**config.mk**
```make
export PLATFORM = sky130hd
export DESIGN_NAME = fetch_stage_flat
export DESIGN_NICKNAME = d
export VERILOG_FILES = /design/src/rtl/mips_pkg.sv /design/src/rtl/fetch_stage_if.sv /design/src/rtl/fetch_stage_npc_sel.sv /design/src/rtl/fetch_stage.sv /design/src/flat_wrapper.sv
export SDC_FILE = /design/constraint.sdc
export NUM_CORES = 1
export LEC_CHECK = 0
export ABC_AREA = 0
export BUFFER_PORTS_ARGS = -buffer_cell sky130_fd_sc_hd__buf_2
export CORE_UTILIZATION = 40
export CTS_CLUSTER_DIAMETER = 80
export DETAILED_ROUTE_END_ITERATION = 8
export HOLD_SLACK_MARGIN = 0.12
export PLACE_DENSITY_LB_ADDON = 0.3
export SKIP_CTS_REPAIR_TIMING = 1
export SYNTH_ARGS = -nofsm -noshare
export SYNTH_HDL_FRONTEND = slang
export SYNTH_SLANG_ARGS = --single-unit
```
**constraint.sdc**
```tcl
create_clock -name clk -period 8.87 [get_ports clk]
set_input_delay 0 -clock clk [delete_from_list [all_inputs] [get_ports clk]]
set_output_delay 0 -clock clk [all_outputs]
set_load 0.01 [all_outputs]
```
**src/rtl/mips_pkg.sv**
```systemverilog
// Shared MIPS decode constants used by the fetch stage and the decode-stage comparator.
package mips_pkg;

  localparam int unsigned XLEN = 32;

  localparam logic [XLEN-1:0] RESET_PC_DEFAULT = 32'h0000_3000;

  localparam logic [5:0] OP_RTYPE  = 6'b000000;
  localparam logic [5:0] OP_REGIMM = 6'b000001;
  localparam logic [5:0] OP_J      = 6'b000010;
  localparam logic [5:0] OP_JAL    = 6'b000011;
  localparam logic [5:0] OP_BEQ    = 6'b000100;
  localparam logic [5:0] OP_BNE    = 6'b000101;
  localparam logic [5:0] OP_BLEZ   = 6'b000110;
  localparam logic [5:0] OP_BGTZ   = 6'b000111;

  localparam logic [5:0] FN_JR     = 6'b001000;
  localparam logic [5:0] FN_JALR   = 6'b001001;

  localparam logic [4:0] RT_BLTZ   = 5'b00000;
  localparam logic [4:0] RT_BGEZ   = 5'b00001;

  // Word offset of a branch: sign-extend first, then scale to bytes.
  function automatic logic [XLEN-1:0] branch_offset(input logic [15:0] imm);
    return {{(XLEN-18){imm[15]}}, imm, 2'b00};
  endfunction

endpackage

```
**src/rtl/fetch_stage_if.sv**
```systemverilog
// Fetch-stage bus: instruction memory port plus the IF/ID outputs and decode-stage feedback.
interface fetch_stage_if;
  import mips_pkg::*;

  logic [XLEN-1:0] imem_addr;
  logic [XLEN-1:0] imem_rdata;
  logic            cmp_true;
  logic [XLEN-1:0] rs_val_d;
  logic [XLEN-1:0] ir_d;
  logic [XLEN-1:0] pc_d;
  logic [XLEN-1:0] pc8_d;
  logic [XLEN-1:0] pc_f;

  modport master (
    output imem_addr, ir_d, pc_d, pc8_d, pc_f,
    input  imem_rdata, cmp_true, rs_val_d
  );

  modport slave (
    input  imem_addr, ir_d, pc_d, pc8_d, pc_f,
    output imem_rdata, cmp_true, rs_val_d
  );

endinterface

```
**src/rtl/fetch_stage_npc_sel.sv**
```systemverilog
// Next-PC selection, decoded purely from the instruction sitting in D.
module npc_sel
  import mips_pkg::*;
(
  input  logic [XLEN-1:0] ir_d,
  input  logic [XLEN-1:0] pc_d,
  input  logic [XLEN-1:0] pc_f,
  input  logic            cmp_true,
  input  logic [XLEN-1:0] rs_val_d,
  output logic [XLEN-1:0] npc
);

  logic [5:0]      op;
  logic [4:0]      rt;
  logic [5:0]      funct;
  logic [XLEN-1:0] pc4d;
  logic            is_branch;
  logic            is_jump;
  logic            is_jreg;

  assign op    = ir_d[31:26];
  assign rt    = ir_d[20:16];
  assign funct = ir_d[5:0];
  assign pc4d  = pc_d + XLEN'(4);

  // Regimm only counts as a branch for bltz/bgez; other rt values fall through.
  assign is_branch = (op == OP_BEQ) || (op == OP_BNE) || (op == OP_BLEZ) || (op == OP_BGTZ) ||
                     ((op == OP_REGIMM) && ((rt == RT_BLTZ) || (rt == RT_BGEZ)));
  assign is_jump   = (op == OP_J) || (op == OP_JAL);
  assign is_jreg   = (op == OP_RTYPE) && ((funct == FN_JR) || (funct == FN_JALR));

  always_comb begin
    npc = pc_f + XLEN'(4);
    if (is_branch && cmp_true) begin
      npc = pc4d + branch_offset(ir_d[15:0]);
    end else if (is_jump) begin
      npc = {pc4d[31:28], ir_d[25:0], 2'b00};
    end else if (is_jreg) begin
      npc = rs_val_d;
    end
  end

endmodule

```
**src/rtl/fetch_stage.sv**
```systemverilog
// Instruction-fetch stage: PC register, IF/ID register and stall hold; redirects resolve in D
// with one delay slot and no squash.
module fetch_stage
  import mips_pkg::*;
#(
  parameter logic [XLEN-1:0] RESET_PC = RESET_PC_DEFAULT
) (
  input  logic          clk,
  input  logic          reset,
  input  logic          stall,
  fetch_stage_if.master bus
);

  logic [XLEN-1:0] pc_f_q, pc_f_d;
  logic [XLEN-1:0] ir_d_q, ir_d_d;
  logic [XLEN-1:0] pc_d_q, pc_d_d;
  logic [XLEN-1:0] npc;

  npc_sel u_npc_sel (
    .ir_d     (ir_d_q),
    .pc_d     (pc_d_q),
    .pc_f     (pc_f_q),
    .cmp_true (bus.cmp_true),
    .rs_val_d (bus.rs_val_d),
    .npc      (npc)
  );

  // A stall freezes everything; a pending redirect is simply recomputed once released.
  always_comb begin
    pc_f_d = pc_f_q;
    ir_d_d = ir_d_q;
    pc_d_d = pc_d_q;
    if (!stall) begin
      pc_f_d = npc;
      ir_d_d = bus.imem_rdata;
      pc_d_d = pc_f_q;
    end
  end

  always_ff @(posedge clk or posedge reset) begin
    if (reset) begin
      pc_f_q <= RESET_PC;
      ir_d_q <= '0;
      pc_d_q <= RESET_PC;
    end else begin
      pc_f_q <= pc_f_d;
      ir_d_q <= ir_d_d;
      pc_d_q <= pc_d_d;
    end
  end

  assign bus.imem_addr = pc_f_q;
  assign bus.pc_f      = pc_f_q;
  assign bus.ir_d      = ir_d_q;
  assign bus.pc_d      = pc_d_q;
  assign bus.pc8_d     = pc_d_q + XLEN'(8);

endmodule
```
**src/flat_wrapper.sv**
```systemverilog
// flat-port wrapper written by rule: the top's interface ports become plain ports
module fetch_stage_flat import mips_pkg::*;
#(
  parameter logic [XLEN-1:0] RESET_PC = RESET_PC_DEFAULT
)
  (clk, reset, stall, bus_imem_addr, bus_ir_d, bus_pc_d, bus_pc8_d, bus_pc_f, bus_imem_rdata, bus_cmp_true, bus_rs_val_d);
  fetch_stage_if bus_i ();
  input  logic clk;
  input  logic reset;
  input  logic stall;
  output wire logic [$bits(bus_i.imem_addr)-1:0] bus_imem_addr;
  output wire logic [$bits(bus_i.ir_d)-1:0] bus_ir_d;
  output wire logic [$bits(bus_i.pc_d)-1:0] bus_pc_d;
  output wire logic [$bits(bus_i.pc8_d)-1:0] bus_pc8_d;
  output wire logic [$bits(bus_i.pc_f)-1:0] bus_pc_f;
  input wire logic [$bits(bus_i.imem_rdata)-1:0] bus_imem_rdata;
  input wire logic [$bits(bus_i.cmp_true)-1:0] bus_cmp_true;
  input wire logic [$bits(bus_i.rs_val_d)-1:0] bus_rs_val_d;
  assign bus_imem_addr = bus_i.imem_addr;
  assign bus_ir_d = bus_i.ir_d;
  assign bus_pc_d = bus_i.pc_d;
  assign bus_pc8_d = bus_i.pc8_d;
  assign bus_pc_f = bus_i.pc_f;
  assign bus_i.imem_rdata = bus_imem_rdata;
  assign bus_i.cmp_true = bus_cmp_true;
  assign bus_i.rs_val_d = bus_rs_val_d;
  fetch_stage #(.RESET_PC(RESET_PC)) u_core (.clk(clk), .reset(reset), .stall(stall), .bus(bus_i));
endmodule
```
* Word level (Yosys, flattened, before mapping)
Index checks and enable logic that the tools add are counted. Widths: inputs -> output; s select.
Operators by class: div/mod/pow operators 0, magnitude comparators 0, multiplexer cells 3, bitwise logic cells 0, add/sub/neg operators 4, shifts and indexed selects 0, equality and inequality tests 10, $mul 0, reduce and logical (&&, ||, !) cells 12
Operators by type and width (count):
- $mux 32 | 3
- $add 32x3->32 const B | 2
- $add 32x32->32 | 1
- $add 32x4->32 const B | 1
- $eq 6x3->1 const B | 4
- $eq 6x2->1 const B | 2
- $eq 6x4->1 const B | 2
- $logic_or 1x1->1 | 7
- $eq 6x1->1 const B | 1
- $logic_not 6->1 | 1
- $eq 5x1->1 const B | 1
- $logic_not 5->1 | 1
- $logic_and 1x1->1 | 3
Storage, ports and cells: RAM bits 0, ROM bits 0, logic and storage cells 32, register bits after elaboration 96, memories kept 0, latch bits 0, output and inout port bits 160, input port bits 68

* Depth between registers and ports, before layout
Gate-level depths: netlist of run 1.
word-level depth 7, mapped depth 21, mapped depth without buffers 19

* Cells and area by module
Synthesis of run 1 repeated with hierarchy kept, for this count alone.
Second synthesis, totals: cell total of the unflattened synthesis 867, area total of the unflattened synthesis 8037.7 µm²
By module, submodules not included:
- fetch_stage | instances 1, seq. area each 2407.3 µm², cells an instance 324, area each 4395.5 µm²
- npc_sel | instances 1, seq. area each 0.0 µm², cells an instance 543, area each 3642.2 µm²

* Worst setup path after synthesis of run 1
OpenSTA, ideal clock, no wires.
path kind register to register, from register u_core.pc_d_q[4] (netlist: u_core.bus.pc_d[4]), to register u_core.pc_f_q[30] (netlist: u_core.bus.imem_addr[30]), path slack 4.666 ns, cell stages (with the launch flop) 21, arrival 4.078 ns, cells stage by stage dfrtp_1 ha_1 and3_1 buf_2 nand2_1 nor2_1 and3_1 and2_1 buf_2 nand3_1 nor2_1 xor2_1 ha_1 a2111oi_0 a32oi_1 a221oi_1 o31ai_1 a21oi_1 o21ai_1 xor2_1 a221o_1
Between the ends: longest elaborated chain between the ends 3, elaborated cells on any way between the ends 4, classes of those cells 2 x add/sub; 2 x mux
Ends and longest elaborated chain:
- start, declared | RTL line fetch_stage.sv:16 | logic [XLEN-1:0] pc_d_q, pc_d_d;
- start signal, assigned | RTL line fetch_stage.sv:48 | pc_d_q <= pc_d_d;
- $add 32x3->32 (*) | RTL line fetch_stage_npc_sel.sv:24 | assign pc4d = pc_d + XLEN'(4);
- $add 32x32->32 or $mux 32 (tied branches) | RTL line fetch_stage_npc_sel.sv:35, fetch_stage_npc_sel.sv:36
- $mux 32 (*) | RTL line fetch_stage_npc_sel.sv:34 | if (is_branch && cmp_true) begin
- end signal, assigned | RTL line fetch_stage.sv:46 | pc_f_q <= pc_f_d;
- end, declared | RTL line fetch_stage.sv:14 | logic [XLEN-1:0] pc_f_q, pc_f_d;
Mark *: on every way between the ends. The rest lies on a longest branch, timed or not. A chain may end at the register's enable or synchronous reset.

* Worst setup path after layout of run 1
Same ends and word-level chain as after synthesis.

==> qor.yml, run 1 <==
route.met2.wl_um: 11600
p_int_mw: 1.45
avgViaCountPerCell: 5.62
ys_warn_count: 0
hpwlAfterDp_um: 18300
insertion_delay_ns: 0.37
top_layer_used: "met4"
ioPinCount: 228
netSwitchingFraction: 0.468
p_leak_nw: 4.18
grt_max_degree: 76
cp_slowest_stage_delay_ns: 0.45
crit_fanout: 6
core_area_um2: 18700
critPathLaunch: "u_core.bus.pc_d[4]"
drt_iter0_markers: 526
drive_gt1_frac: 0.311
die_h_um: 140
fin_crit_ns: 4.93
clock_power_share: 0.143
ys_types: 64
ys.flop_type: "dfrtp_1"
power_density_nw_per_um2: 293
pwr-share-comb: 0.555
fp-row-count: 50
synth.net_count: 970
drc: 0
crit_required_ns: 9.11
ir_drop_mv: 0.163
fmax_ghz: 0.203
synth_area_um2: 7640
area_growth_pct: 21.7
switchingPower_mw: 1.27
first_pass_iters: 5
first_global_vias: 6748
crit_path_end_kind: "flop"
max_slew_margin: 0.396
nets: 1171
grt_usage: 0.256
stdcell_count: 1306
wl_met1_um: 11500
synth-seq-area-share: 0.315
grt_pass1_wl_um: 38700
root_buffer: "clkbuf_16"
cts_tree: "built"
path_cells: "ha_1 > and3_1 > nand2_1 > nor2_1 > and3_1 > and2_1 > nand3_1 > nor2_1 > xor2_1 > ha_1 > a2111oi_0 > a32oi_1 > a221oi_1 > o31ai_1 > a21oi_1 > o21ai_1 > xor2_1 > a221o_1"
tns_ns: 0
min_path_type: "in -> reg"
slowest_stage: "dfrtp_1"
crit_arrival_ns: 5.17
h-tree-depth: 3
via_count: 7344
die_w_um: 140
detail-route-antenna-nets: 0
setup_viol: 0
cts_sinks: 96
drv_cap: 0
die_area_um2: 19700
crit_buf_inv: 0
start_kind: "flop"
synth_edf_count: 0
max_slew.worst_pin.slew_ns: 0.906
synth_seq_cells: 96
cp_top_family: "compound AO/OA/AOI/OAI gates"
grt-ovfl-total: 0
syn_inst: 865
slew_violations: 0
fin_crit_sh: 0.556
dpl.cell_count: 1250
start_util: 0.408
status: "completed"
path_clk_slew_ns: 0.08
seqPwrFrac: 0.301
reg2reg_from: "u_core.bus.pc_d[4]"
routed_wl_um: 25300
route.met3.wl_um: 1590
finalHoldViolCount: 0
hold_start: "bus_rs_val_d[29]"
path_class: "reg -> reg"
cts_buffers: 9
gp_congestion: 0.895
clockBufferDepth: 2
worst_hold_slack_ns: 0.0677
io_buffers: 227
skew_ns: 0.0114
antenna_found_initial: 1
syn_area_per_cell_um2: 8.83
synth_async_sr_flop_share: 1.00
grt_setup_unrepaired: "false"
drt-wirelength-per-cell_um: 19.4
placed cells by master, fill, tap and decap left out, drive strengths merged, types with 3 or more instances in the layout:
master       count
a2111oi          3
a211oi          26
a21o            16
a21oi           67
a221o            5
a221oi           9
a222oi           7
a31oi            6
and2             7
and3            11
and4             9
buf            236
clkbuf          10
dfrtp           92
dfstp            4
dlygate4sd3     39
ha              36
inv             23
mux2            58
nand2           80
nand3           33
nand4           18
nor2            74
nor2b            4
nor3            11
nor4             4
o211ai           3
o21a             8
o21ai           37
o21bai           5
o22ai            5
or2              3
xnor2           50
xor2            50
cells in the mapped netlist, types with 9 or more instances:
cell	count	area [um2]
buf_4	38	285
dfrtp_1	92	2300
xor2_1	50	438
nand4_1	17	106
mux2_2	58	653
nand2_1	79	297
nor2_1	74	278
xnor2_1	50	438
o21ai_0	27	135
a211oi_1	26	195
inv_1	19	71.3
and3_1	10	62.6
ha_1	36	450
a21o_1	14	105
clkbuf_1	31	116
nor3_1	9	45.0
nand3_1	32	160
a21oi_1	67	335
per-stage QoR:
stage                     total power [mW]  area (um2)   util  worst slack, ns
final                                 2.72        9300  0.497             3.94
after global routing                  2.92        9300  0.497             3.60
after detailed placement              2.31        8630  0.461             4.02
after floorplan                       1.90        7640      -             4.67
after global placement                2.31        8630  0.461             4.16
after CTS                             2.71        8910  0.476             3.97
cell type report:
| type | count | area [um2] |
|---|---|---|
| repair buffers | 275 | 1600 |
| flip-flops and latches | 96 | 2410 |
| well taps | 234 | 293 |
| diodes | 1 | 2.50 |
| multi-input cells | 664 | 4640 |
| fillers | 1777 | 9410 |
| clock buffers | 10 | 229 |
| clock inverters | 6 | 50.0 |
| inverters | 20 | 77.6 |
power by group through the flow:
stage | Sequential [mW] | Combinational, mW | Clock [mW]
final | 0.821 | 1.51 | 0.391
after global routing | 0.847 | 1.66 | 0.413
after CTS | 0.818 | 1.50 | 0.397
after detailed placement | 0.824 | 1.49 | 0
after global placement | 0.820 | 1.49 | 0
after floorplan | 0.785 | 1.12 | 0
worst paths after layout:
path | to | slack, ns | cells after the start
worst max-delay path | u_core.bus.imem_addr[30] | 3.94 | 18
worst min-delay path | u_core.bus.imem_addr[29] | 0.07 | 3
worst max register to register | u_core.bus.imem_addr[30] | 3.94 | 18
worst min register to register | u_core.bus.ir_d[24] | 0.54 | 1
max in group asynchronous | u_core.bus.ir_d[16] | 7.51 | 4
min in group asynchronous | u_core.bus.ir_d[31] | 0.24 | 3
layer usage:
layer,vias to the layer above,track usage
met5,-,0
met4,0,0.0896
met3,35,0.0397
met2,298,0.396
met1,3519,0.360
li1,3492,-
cell families (layout without fill, tap and decap cells):
logic type               after synthesis  count (layout)  synth area share
AO/OA/AOI/OAI                        210             210             0.184
XOR/XNOR                             100             100             0.115
adder cells (fa/ha/maj)               37              37            0.0616
buffers and inverters                105             311            0.0775
flip-flops                            96              96             0.315
multiplexers                          58              58            0.0855
other                                  0               1                 0
AND/OR/NAND/NOR                      259             259             0.162
state kept, by name (all words and copies together), names as in the netlist:
name and flops:
u_core.bus.imem_addr 32, u_core.bus.ir_d 32, u_core.bus.pc_d 32
worst register-to-register path, cell delays in order (launching register included):
cell       delay, ns
dfrtp_1         0.45
ha_1            0.25
and3_1          0.30
nand2_1         0.27
nor2_1          0.28
and3_1          0.27
and2_1          0.29
nand3_1         0.15
nor2_1          0.14
xor2_1          0.22
ha_1            0.33
a2111oi_0       0.40
a32oi_1         0.20
a221oi_1        0.30
o31ai_1         0.13
a21oi_1         0.25
o21ai_1         0.12
xor2_1          0.15
a221o_1         0.31
(Power assumes the default switching activity.)
==> run 2: changes to the inputs <==
==> constraint.sdc (replaced) <==
create_clock -name clk -period 4.39 [get_ports clk]
set_input_delay 0 -clock clk [delete_from_list [all_inputs] [get_ports clk]]
set_output_delay 0 -clock clk [all_outputs]
set_load 0.01 [all_outputs]
==> qor.yml, run 2 (synthesis results as in run 1) <==
first_pass_iters: 5
status: "completed"
max_slew.worst_pin.slew_ns: 0.818
layout_common_cells: "buf_2 (226), dfrtp_1 (91), nand2_1 (79)"
path_clk_slew_ns: 0.08
route.met2.wl_um: 11700
place_worst_setup_slack_ns: 0.0857
crit_required_ns: 4.64
pwr-share-comb: 0.555
cts_tree: "built"
tns_ns: 0
fin_crit_ns: 4.08
grt_pass1_wl_um: 38300
grt_usage: 0.251
setup_viol: 0
root_buffer: "clkbuf_16"
drive_gt1_frac: 0.324
drt-wirelength-per-cell_um: 19.1
avgViaCountPerCell: 5.57
finalHoldViolCount: 0
skew_ns: 0.00946
cts_buffers: 9
fmax_ghz: 0.245
min_path_type: "in -> reg"
drt_iter0_markers: 489
start_kind: "flop"
detail-route-antenna-nets: 0
hpwlAfterDp_um: 18400
die_w_um: 140
clock_power_share: 0.153
crit_path_end_kind: "flop"
gp_congestion: 0.921
ir_drop_mv: 0.322
power_density_nw_per_um2: 595
core_area_um2: 18700
worst_path_most_repeated_cell: "ha_1"
post-route-util: 0.505
die_area_um2: 19700
routed_wl_um: 25100
ioPinCount: 228
wl_met1_um: 11600
final_common_cell: "buf_2"
slowest_stage: "dfrtp_2"
critPathLaunch: "u_core.bus.pc_d[3]"
seqPwrFrac: 0.292
top_layer_used: "met4"
path_cells: "ha_1 > and3_1 > nand2_1 > nor2_2 > and3_4 > and2_1 > nand3_1 > nor2_1 > xor2_1 > buf_4 > ha_1 > and4_2 > nand4_1 > a211oi_1 > o41ai_1 > nor2b_1 > o21ai_1 > xnor2_1 > a222oi_1"
fp-row-count: 50
drc: 0
h-tree-depth: 3
nets: 1184
cts_sinks: 96
p_leak_nw: 4.26
io_buffers: 227
fillers: 1795
netSwitchingFraction: 0.462
drv_cap: 0
hold_start: "bus_rs_val_d[2]"
power.total_mw: 5.62
crit_arrival_ns: 4.33
crit_fanout: 6
route.met3.wl_um: 1670
multi_input_area_um2: 4660
grt-ovfl-total: 0
antenna_found_initial: 1
max_slew_margin: 0.454
grt_max_degree: 68
fin_crit_sh: 0.929
start_util: 0.408
slew_violations: 0
ff_latch_area_um2: 2410
via_count: 7345
reg2reg_from: "u_core.bus.pc_d[3]"
setup_ws_ns: 0.310
cp_slowest_stage_delay_ns: 0.42
path_class: "reg -> reg"
area_growth_pct: 23.7
grt_setup_unrepaired: "false"
p_int_mw: 3.03
die_h_um: 140
first_global_vias: 6755
clockBufferDepth: 2
insertion_delay_ns: 0.36
switchingPower_mw: 2.60
-- run 2: final cells by class --
cell class                      count  area share
Clock inverter                      7     0.00900
Inverter                           20     0.00821
Multi-Input combinational cell    664       0.493
Sequential cell                    96       0.255
Tap cell                          234      0.0310
Clock buffer                        9      0.0238
Antenna cell                        1    0.000265
Timing Repair Buffer              288       0.180
-- run 2: metrics by stage --
step	instances	cell area (um2)	hold slack (ns)
after floorplan	865	7640	0.150
after global placement	1261	8710	0.132
final	1319	9450	0.0572
after CTS	1277	9020	-0.262
after global routing	1318	9450	0.123
after detailed placement	1261	8710	0.121
-- run 2: path summary, 6_finish.rpt --
check                      slack (ns)  cells after the start                  endpoint
min in group asynchronous        0.26                      3       u_core.bus.ir_d[21]
min reg2reg                      0.54                      1       u_core.bus.ir_d[24]
max                              0.31                     19  u_core.bus.imem_addr[29]
max in group asynchronous        3.00                      4        u_core.bus.pc_d[3]
max reg2reg                      0.31                     19  u_core.bus.imem_addr[29]
min                              0.06                      4   u_core.bus.imem_addr[2]
-- run 2: power by group through the flow --
stage | logic, mW | clock network [mW] | registers [mW]
after floorplan | 2.25 | 0 | 1.59
after global placement | 3.05 | 0 | 1.63
after detailed placement | 3.05 | 0 | 1.65
after CTS | 3.07 | 0.870 | 1.63
after global routing | 3.41 | 0.912 | 1.70
final | 3.12 | 0.859 | 1.64
-- run 2: critical path, delay by kind of cell, from the launching register on --
kind | cells | cell delay (ns)
and+or+nand+nor | 10 | 1.74
xor gates and xnor gates | 2 | 0.36
AOI/OAI and AO/OA | 4 | 0.81
adders and majority gates | 2 | 0.49
DFF | 1 | 0.42
buffers and inverters | 1 | 0.15
-- run 2: per-layer routing --
layer | vias up | global-route usage
met5 | - | 0
li1 | 3513 | -
met4 | 0 | 0.0544
met2 | 297 | 0.393
met3 | 13 | 0.0516
met1 | 3522 | 0.355
